### src/rtl/sdio_pkg.sv
// Shared types and constants for the SDIO CMD53 data-phase sequencer.
// State and status encodings, R5 IO_CURRENT_STATE values, byte-mode length helper.
package sdio_pkg;

  typedef enum logic [2:0] {
    IDLE,
    WAIT_CMD,
    ISSUE,
    WAIT_BUSY,
    WAIT_END,
    GAP
  } seq_state_t;

  typedef enum logic [1:0] {
    STATUS_OK      = 2'd0,
    STATUS_CRC_ERR = 2'd1,
    STATUS_ABORTED = 2'd2,
    STATUS_TIMEOUT = 2'd3
  } seq_status_t;

  localparam logic [1:0] IO_DIS = 2'd0;
  localparam logic [1:0] IO_CMD = 2'd1;
  localparam logic [1:0] IO_TRN = 2'd2;

  localparam int BYTE_WRAP_LEN = 512;

  // A CMD53 byte count of zero encodes the full 512-byte transfer.
  function automatic logic [11:0] effective_length(input logic [8:0] count);
    return (count == 9'd0) ? 12'(BYTE_WRAP_LEN) : {3'b000, count};
  endfunction

endpackage

### src/rtl/sdio_gap_timer.sv
// Loadable down-counter with a zero flag; counts down to zero and holds there.
// Shared by the command gap, start timeout and inter-block gap of the sequencer.
module sdio_gap_timer #(
  parameter int WIDTH = 8
) (
  input  logic             clock,
  input  logic             reset,
  input  logic             load,
  input  logic [WIDTH-1:0] load_value,
  output logic             zero
);

  logic [WIDTH-1:0] count_reg;

  always_ff @(posedge clock) begin
    if (reset) begin
      count_reg <= '0;
    end else if (load) begin
      count_reg <= load_value;
    end else if (count_reg != '0) begin
      count_reg <= count_reg - WIDTH'(1);
    end
  end

  assign zero = (count_reg == '0);

endmodule

### src/rtl/sdio_cmd53_sequencer.sv
// CMD53 (IO_RW_EXTENDED) data-phase sequencer for function 1: waits for the R5
// response to clear, strobes the DAT engine once per block and reports the outcome.
module sdio_cmd53_sequencer
  import sdio_pkg::*;
#(
  parameter int CMD_GAP        = 6,
  parameter int BLOCK_GAP      = 2,
  parameter int START_TIMEOUT  = 15,
  parameter int MAX_BLOCK_SIZE = 512
) (
  input  logic        clock,
  input  logic        reset,
  input  logic        start,
  input  logic        start_write,
  input  logic        start_block_mode,
  input  logic [8:0]  start_count,
  input  logic [11:0] block_size,
  input  logic        card_selected,
  input  logic        send_command_in_progress,
  input  logic        data_busy,
  input  logic        data_error,
  input  logic        abort,
  output logic        write_data4_strobe,
  output logic        read_data4_strobe,
  output logic [11:0] data4_count,
  output logic        busy,
  output logic        start_reject,
  output logic        done,
  output logic [1:0]  status,
  output logic [8:0]  blocks_done,
  output logic [1:0]  io_state
);

  localparam int TIMER_W = 8;

  seq_state_t  state_reg, state_next;
  seq_status_t status_reg, finish_status;

  logic               write_dir_reg;
  logic               block_mode_reg;
  logic [8:0]         count_reg;
  logic [11:0]        data4_count_reg;
  logic [8:0]         blocks_done_reg;
  logic [8:0]         blocks_inc_value;
  logic               write_strobe_reg, read_strobe_reg;
  logic               busy_reg, done_reg, start_reject_reg;
  logic [1:0]         io_state_reg;

  logic               timer_load;
  logic [TIMER_W-1:0] timer_value;
  logic               timer_zero;

  logic [11:0]        request_length;
  logic               request_legal;
  logic               accept, reject, finish, block_inc;

  sdio_gap_timer #(
    .WIDTH (TIMER_W)
  ) u_gap_timer (
    .clock      (clock),
    .reset      (reset),
    .load       (timer_load),
    .load_value (timer_value),
    .zero       (timer_zero)
  );

  assign request_length   = start_block_mode ? block_size : effective_length(start_count);
  assign request_legal    = (block_size != 12'd0) &&
                            (block_size <= 12'(MAX_BLOCK_SIZE)) &&
                            (start_block_mode || (effective_length(start_count) <= block_size));
  assign blocks_inc_value = blocks_done_reg + 9'd1;

  always_comb begin
    state_next    = state_reg;
    timer_load    = 1'b0;
    timer_value   = '0;
    accept        = 1'b0;
    reject        = 1'b0;
    finish        = 1'b0;
    finish_status = STATUS_OK;
    block_inc     = 1'b0;

    if (start && ((state_reg != IDLE) || !request_legal)) begin
      reject = 1'b1;
    end

    // abort and data_error are meaningless while idle, so a start always wins there
    if (state_reg == IDLE) begin
      if (start && request_legal) begin
        accept      = 1'b1;
        state_next  = WAIT_CMD;
        timer_load  = 1'b1;
        timer_value = TIMER_W'(CMD_GAP);
      end
    end else if (abort) begin
      finish        = 1'b1;
      finish_status = STATUS_ABORTED;
      state_next    = IDLE;
    end else if (data_error) begin
      finish        = 1'b1;
      finish_status = STATUS_CRC_ERR;
      state_next    = IDLE;
    end else begin
      case (state_reg)
        WAIT_CMD: begin
          if (timer_zero && !send_command_in_progress) begin
            state_next  = ISSUE;
            timer_load  = 1'b1;
            timer_value = TIMER_W'(START_TIMEOUT);
          end
        end
        ISSUE: state_next = WAIT_BUSY;
        WAIT_BUSY: begin
          if (data_busy) begin
            state_next = WAIT_END;
          end else if (timer_zero) begin
            finish        = 1'b1;
            finish_status = STATUS_TIMEOUT;
            state_next    = IDLE;
          end
        end
        WAIT_END: begin
          if (!data_busy) begin
            block_inc = 1'b1;
            // count 0 in block mode never matches, so the transfer runs until stopped
            if (!block_mode_reg || ((count_reg != 9'd0) && (blocks_inc_value == count_reg))) begin
              finish     = 1'b1;
              state_next = IDLE;
            end else begin
              state_next  = GAP;
              timer_load  = 1'b1;
              timer_value = TIMER_W'(BLOCK_GAP);
            end
          end
        end
        GAP: begin
          if (timer_zero) begin
            state_next  = ISSUE;
            timer_load  = 1'b1;
            timer_value = TIMER_W'(START_TIMEOUT);
          end
        end
        default: state_next = IDLE;
      endcase
    end
  end

  always_ff @(posedge clock) begin
    if (reset) begin
      state_reg        <= IDLE;
      status_reg       <= STATUS_OK;
      write_dir_reg    <= 1'b0;
      block_mode_reg   <= 1'b0;
      count_reg        <= '0;
      data4_count_reg  <= '0;
      blocks_done_reg  <= '0;
      write_strobe_reg <= 1'b0;
      read_strobe_reg  <= 1'b0;
      busy_reg         <= 1'b0;
      done_reg         <= 1'b0;
      start_reject_reg <= 1'b0;
      io_state_reg     <= IO_DIS;
    end else begin
      state_reg        <= state_next;
      status_reg       <= finish ? finish_status : STATUS_OK;
      done_reg         <= finish;
      start_reject_reg <= reject;
      busy_reg         <= (state_next != IDLE);
      // A host write means the card receives, hence the read strobe
      read_strobe_reg  <= (state_next == ISSUE) && write_dir_reg;
      write_strobe_reg <= (state_next == ISSUE) && !write_dir_reg;

      if (state_next != IDLE) begin
        io_state_reg <= IO_TRN;
      end else if (card_selected) begin
        io_state_reg <= IO_CMD;
      end else begin
        io_state_reg <= IO_DIS;
      end

      if (accept) begin
        write_dir_reg   <= start_write;
        block_mode_reg  <= start_block_mode;
        count_reg       <= start_count;
        data4_count_reg <= request_length;
        blocks_done_reg <= '0;
      end else if (block_inc) begin
        blocks_done_reg <= blocks_inc_value;
      end
    end
  end

  assign write_data4_strobe = write_strobe_reg;
  assign read_data4_strobe  = read_strobe_reg;
  assign data4_count        = data4_count_reg;
  assign busy               = busy_reg;
  assign start_reject       = start_reject_reg;
  assign done               = done_reg;
  assign status             = status_reg;
  assign blocks_done        = blocks_done_reg;
  assign io_state           = io_state_reg;

endmodule

### config.mk
export PLATFORM = sky130hd
export DESIGN_NAME = sdio_cmd53_sequencer
export DESIGN_NICKNAME = d
export VERILOG_FILES = /design/src/rtl/sdio_pkg.sv /design/src/rtl/sdio_gap_timer.sv /design/src/rtl/sdio_cmd53_sequencer.sv
export SDC_FILE = /design/constraint.sdc
export NUM_CORES = 1
export LEC_CHECK = 0
export BUFFER_PORTS_ARGS = -buffer_cell sky130_fd_sc_hd__buf_2
export CAP_MARGIN = 20
export CORE_MARGIN = 4
export CORE_UTILIZATION = 35
export CTS_CLUSTER_DIAMETER = 80
export DETAILED_ROUTE_END_ITERATION = 12
export GPL_TIMING_DRIVEN = 0
export SLEW_MARGIN = 20
export SYNTH_ARGS = -nofsm -noshare
export SYNTH_HDL_FRONTEND = slang
export SYNTH_SLANG_ARGS = --single-unit
### constraint.sdc
create_clock -name clock -period 4.81 [get_ports clock]
set_input_delay 1.443 -clock clock [delete_from_list [all_inputs] [get_ports clock]]
set_output_delay 1.443 -clock clock [all_outputs]
set_load 0.03 [all_outputs]
# [Yosys cells after proc, flatten, opt, wreduce, memory -nomap -nowiden]
# Index checks and enable logic that the tools add are counted.
[classes] add_sub_neg=2 mul=0 div=0 order_cmp=2 eq_ne=7 shifts=0 mux=54 n_bitwise=1 n_reduce_logical=28
[op_table] cell="$mux 3" n=11
[op_table] cell="$mux 8" n=3
[op_table] cell="$mux 1" n=22
[op_table] cell="$mux 2" n=8
[op_table] cell="$mux 4" n=4
[op_table] cell="$pmux 3 s5" n=1
[op_table] cell="$le 10x12->1" n=1
[op_table] cell="$le 12x10->1 const B" n=1
[op_table] cell="$mux 12" n=1
[op_table] cell="$pmux 4 s3" n=1
[op_table] cell="$reduce_bool 12->1" n=1
[op_table] cell="$mux 10" n=1
[op_table] cell="$add 9x1->9 const B" n=1
[op_table] cell="$eq 3x2->1 const B" n=3
[op_table] cell="$eq 9x9->1" n=1
[op_table] cell="$logic_not 9->1" n=1
[op_table] cell="$reduce_bool 9->1" n=1
[op_table] cell="$logic_and 1x1->1" n=8
[op_table] cell="$logic_not 8->1" n=1
[op_table] cell="$reduce_bool 8->1" n=1
[op_table] cell="$sub 8x1->8 const B" n=1
[op_table] cell="$eq 3x3->1 const B" n=2
[op_table] cell="$reduce_bool 3->1" n=2
[op_table] cell="$logic_not 1->1" n=4
[op_table] cell="10 further kinds" n=13
[totals] register_bits=52 latchBits=0 ramBits=0 mem_bits_ro=0 output_inout_bits=30 elab_cells=110 mem_count=0

# [Depth between registers and ports, before layout]
[depth] word_depth=12 ltp_mapped=12 depth_no_buf=10

# [Modules after synthesis]
# A second synthesis with hierarchy kept.
[hier_totals] cells_unflattened=341 area_unflattened_um2=2901.5
[modules_own_cells] mod="sdio_cmd53_sequencer" instances=1 cells_per_inst=288 area_each_um2=2426.1 seq_area_each_um2=860.8
[modules_own_cells] mod="sdio_gap_timer" instances=1 cells_per_inst=53 area_each_um2=475.5 seq_area_each_um2=160.2

# [Worst setup path before layout]
# OpenSTA, ideal clock, no wires.
[synth_timing] path_type="in2reg" start="input port start_count[5]" end="register data4_count_reg[9] (netlist: data4_count[9])" setup_ps=78 t_arrival_ps=3585 required_ps=4732 setup_slack_ps=1147 path_stages=11 path_buffers=2 cell_sequence="nor4_1 -> nand2_1 -> nor4_1 -> ha_1 -> a211oi_1 -> o21ai_0 -> o21ai_0 -> clkbuf_1 -> clkbuf_1 -> a21oi_1 -> nor3_1"
[synth_via] elab_chain_cells=8
[synth_rtl] item="start: declaration" line="sdio_cmd53_sequencer.sv:16" rtl="input logic [8:0] start_count,"
[synth_rtl] item="$logic_not 9->1" line="sdio_pkg.sv:29" rtl="return (count == 9'd0) ? 12'(BYTE_WRAP_LEN) : {3'b000, count};"
[synth_rtl] item="$mux 10 *" line="sdio_pkg.sv:29"
[synth_rtl] item="$le 10x12->1" line="sdio_cmd53_sequencer.sv:70" rtl="(start_block_mode || (effective_length(start_count) <= block_size));"
[synth_rtl] item="$logic_or 1x1->1" line="sdio_cmd53_sequencer.sv:70"
[synth_rtl] item="$logic_and 1x1->1" line="sdio_cmd53_sequencer.sv:69" rtl="(block_size <= 12'(MAX_BLOCK_SIZE)) &&"
[synth_rtl] item="$logic_and 1x1->1" line="sdio_cmd53_sequencer.sv:89" rtl="if (start && request_legal) begin"
[synth_rtl] item="$mux 1" line="sdio_cmd53_sequencer.sv:89"
[synth_rtl] item="$mux 1" line="sdio_cmd53_sequencer.sv:88" rtl="if (state_reg == IDLE) begin"
[synth_rtl] item="end signal: assignment" line="sdio_cmd53_sequencer.sv:185" rtl="data4_count_reg <= request_length;"
[synth_rtl] item="end: declaration" line="sdio_cmd53_sequencer.sv:42" rtl="logic [11:0] data4_count_reg;"
# Mark *: on every way between the ends. The rest lies on a longest branch, timed or not.
# A chain may end at the register's enable or synchronous reset.

# [Worst setup path in the final report]
[layout_timing] start="input port start_count[5]" end="register data4_count_reg[2] (netlist: data4_count[2])"
# Same word-level chain as after synthesis.

==> summary.txt <==
Status: complete, no violations
Top cell type's share of synthesized area: 0.339
Hold crit path type: flop to flop
Reg2reg path depth: 8
Post-synth EDFFs: 0
Vias in the first global route: 2,794
Worst Path Arrival: 4250 ps
Most numerous cell in the Yosys netlist: dfxtp_1
Num Clock Sinks: 51
Syn nets: 403
Reg2reg start: blocks_done[0]
Power Density: 312 nW/µm²
Synth Register Bits: 51
Reg2reg end: busy
Max FFs per register: 12
Gr usage total: 0.166
Synth area leaders: dfxtp_1 34%, ha_1 5.4%, xnor2_1 4.1%
Final ANT Viol Nets: 0
Clk_skew: 14.8 ps
Post-CTS Setup Bufs: 0
DR pass1 iterations: 4
Max Slew Vio Count: 0
Max clock buf depth: 2
Initial Util: 0.363
Layout Nets: 469
Yosys warns: 0
Area leader, netlist: dfxtp_1
Inserted Diodes: 0
Dpl cell area: 3440 µm²
Peak supply drop: 0.000174 V
Top FF cell, synth: dfxtp_1
CP Launch Type: input pin
Total wire length: 8.18 mm
Clock transition at path regs: 100 ps
Ys async rst share: 0
Die Span Y: 101 µm
Avg Inst Size Synth: 8.40 µm²
Vias: 2,884
Total Power: 1.11 mW
DR vias/cell: 5.44
Sum of negative setup slack: 0 ps
Critical path peak fanout: 10
CP Launch Point: start_count[5]
CP Capture Point: data4_count[2]
Maximum level of the CTS H-tree: 2
Synthesized cell area: 3010 µm²
Relative slew slack: 0.377
WL/cell: 15.4 µm
Die ar.: 10,200 µm²
Number of max-cap violations: 0
Design area: 3540 µm²
Distinct cells, synth: 60
Commonest cells in the netlist: 51 x dfxtp_1, 23 x a21oi_1, 22 x inv_1
Hold Vio Cnt, Final: 0
Cts repair resizes: 0
Static leakage: 1.51 nW
First-pass GRT wire length: 13.7 mm
Port Buffers: 59
Clk Latency, worst-skew pair: 310 ps
Setup slack, reg-to-reg: 1770 ps
Hold Buf Count CTS: 0
Largest net degree at the start of global routing: 15
Sequential area share after synthesis: 0.339
Fmax: 0.245 GHz
Post-route minimum period: 4080 ps
Initial DRC count: 116
Final Util: 0.427
DPL Wire Length: 6.29 mm
Total CTS buffers: 5
CTS tree: built
Area delta synth->final: 17.6%
Setup-violating endpoint count in the final report: 0
Crit path required time: 4980 ps
RSZ-0062 raised after global routing: no
Initial antenna violation count: 0
Worst setup path class: input pin to flop
Mapped Cells: 359
Root cell of the clock tree: clkbuf_8
DIE WIDTH: 101 µm
Routability cong.: 0.845
IO Count: 61
Slew @ Worst Pin: 926 ps
Crit. End Element: flop
Total gr overflow: 0
Fin crit share: 0.848
Placeable Area: 8300 µm²
Core Rows: 33
Residual DRC: 0
Share of cells above drive strength 1: 0.200
==> metal layers <==
metal / up-vias / GRT usage / wire length (µm)
met5: - / 0 / 0
met4: 0 / 0.0342 / 65
met3: 6 / 0.0249 / 449
met2: 80 / 0.268 / 3800
met1: 1351 / 0.235 / 3870
li1: 1447 / - / -
==> area by class of cell <==
class                           instances  area, µm²
Buffer                                 27        123
Timing Repair Buffer                   59        295
Clock inverter                          1       30.0
Tap cell                              105        131
Sequential cell                        51       1020
Inverter                               22       82.6
Multi-Input combinational cell        259       1790
Fill cell                             848       4760
Clock buffer                            6       72.6
==> report_power, final <==
group	total [mW]	internal [mW]	leakage [nW]	switching, mW
clock network	0.292	0.153	0.0513	0.139
registers	0.489	0.457	0.414	0.0322
logic	0.326	0.144	1.05	0.181
total	1.11	0.754	1.51	0.353
==> cell usage in the layout (no fill, tap or decap), drive strengths merged, types with 11 or more instances in the layout <==
master,instances
a211oi,11
ha,13
dfxtp,51
buf,67
nor4,11
nor3,22
inv,22
nand3,19
nor2,19
clkbuf,25
o21ai,15
a21oi,23
xnor2,14
nand2,16
==> stage by stage <==
| stage | hold WS [ps] | std cells | setup slack [ps] |
|---|---|---|---|
| after floorplan | 400 | 359 | 1150 |
| after global placement | 437 | 523 | 460 |
| after detailed placement | 442 | 523 | 413 |
| after CTS | 463 | 530 | 747 |
| after global routing | 463 | 530 | 440 |
| final | 445 | 530 | 730 |
==> worst min path at each step <==
stage                          startpoint                  to  cells after the start
after detailed placement  data4_count[10]     data4_count[10]                      1
after global placement    data4_count[10]     data4_count[10]                      1
after global routing        write_dir_reg  write_data4_strobe                      1
after CTS                 data4_count[10]     data4_count[10]                      1
after floorplan             write_dir_reg  write_data4_strobe                      1
final                       write_dir_reg  write_data4_strobe                      1
==> worst max-delay path, cell delays in order <==
cell      delay, ps
buf_2           130
nor4_1          330
nand2_1          90
nor4_1          270
ha_1            330
a211oi_1        190
o21ai_0         150
o21a_1          280
nor2_1          580
buf_2           360
a211oi_1        100
==> kinds of logic after synthesis <==
kind of cell,count (synthesis),share of synthesized area
AND/OR/NAND/NOR,127,0.240
AO/OA/AOI/OAI,86,0.199
flip-flops,51,0.339
buffers and inverters,49,0.0681
XOR/XNOR,23,0.0668
adder cells (fa/ha/maj),13,0.0540
multiplexers,10,0.0332
(Power assumes the default switching activity.)
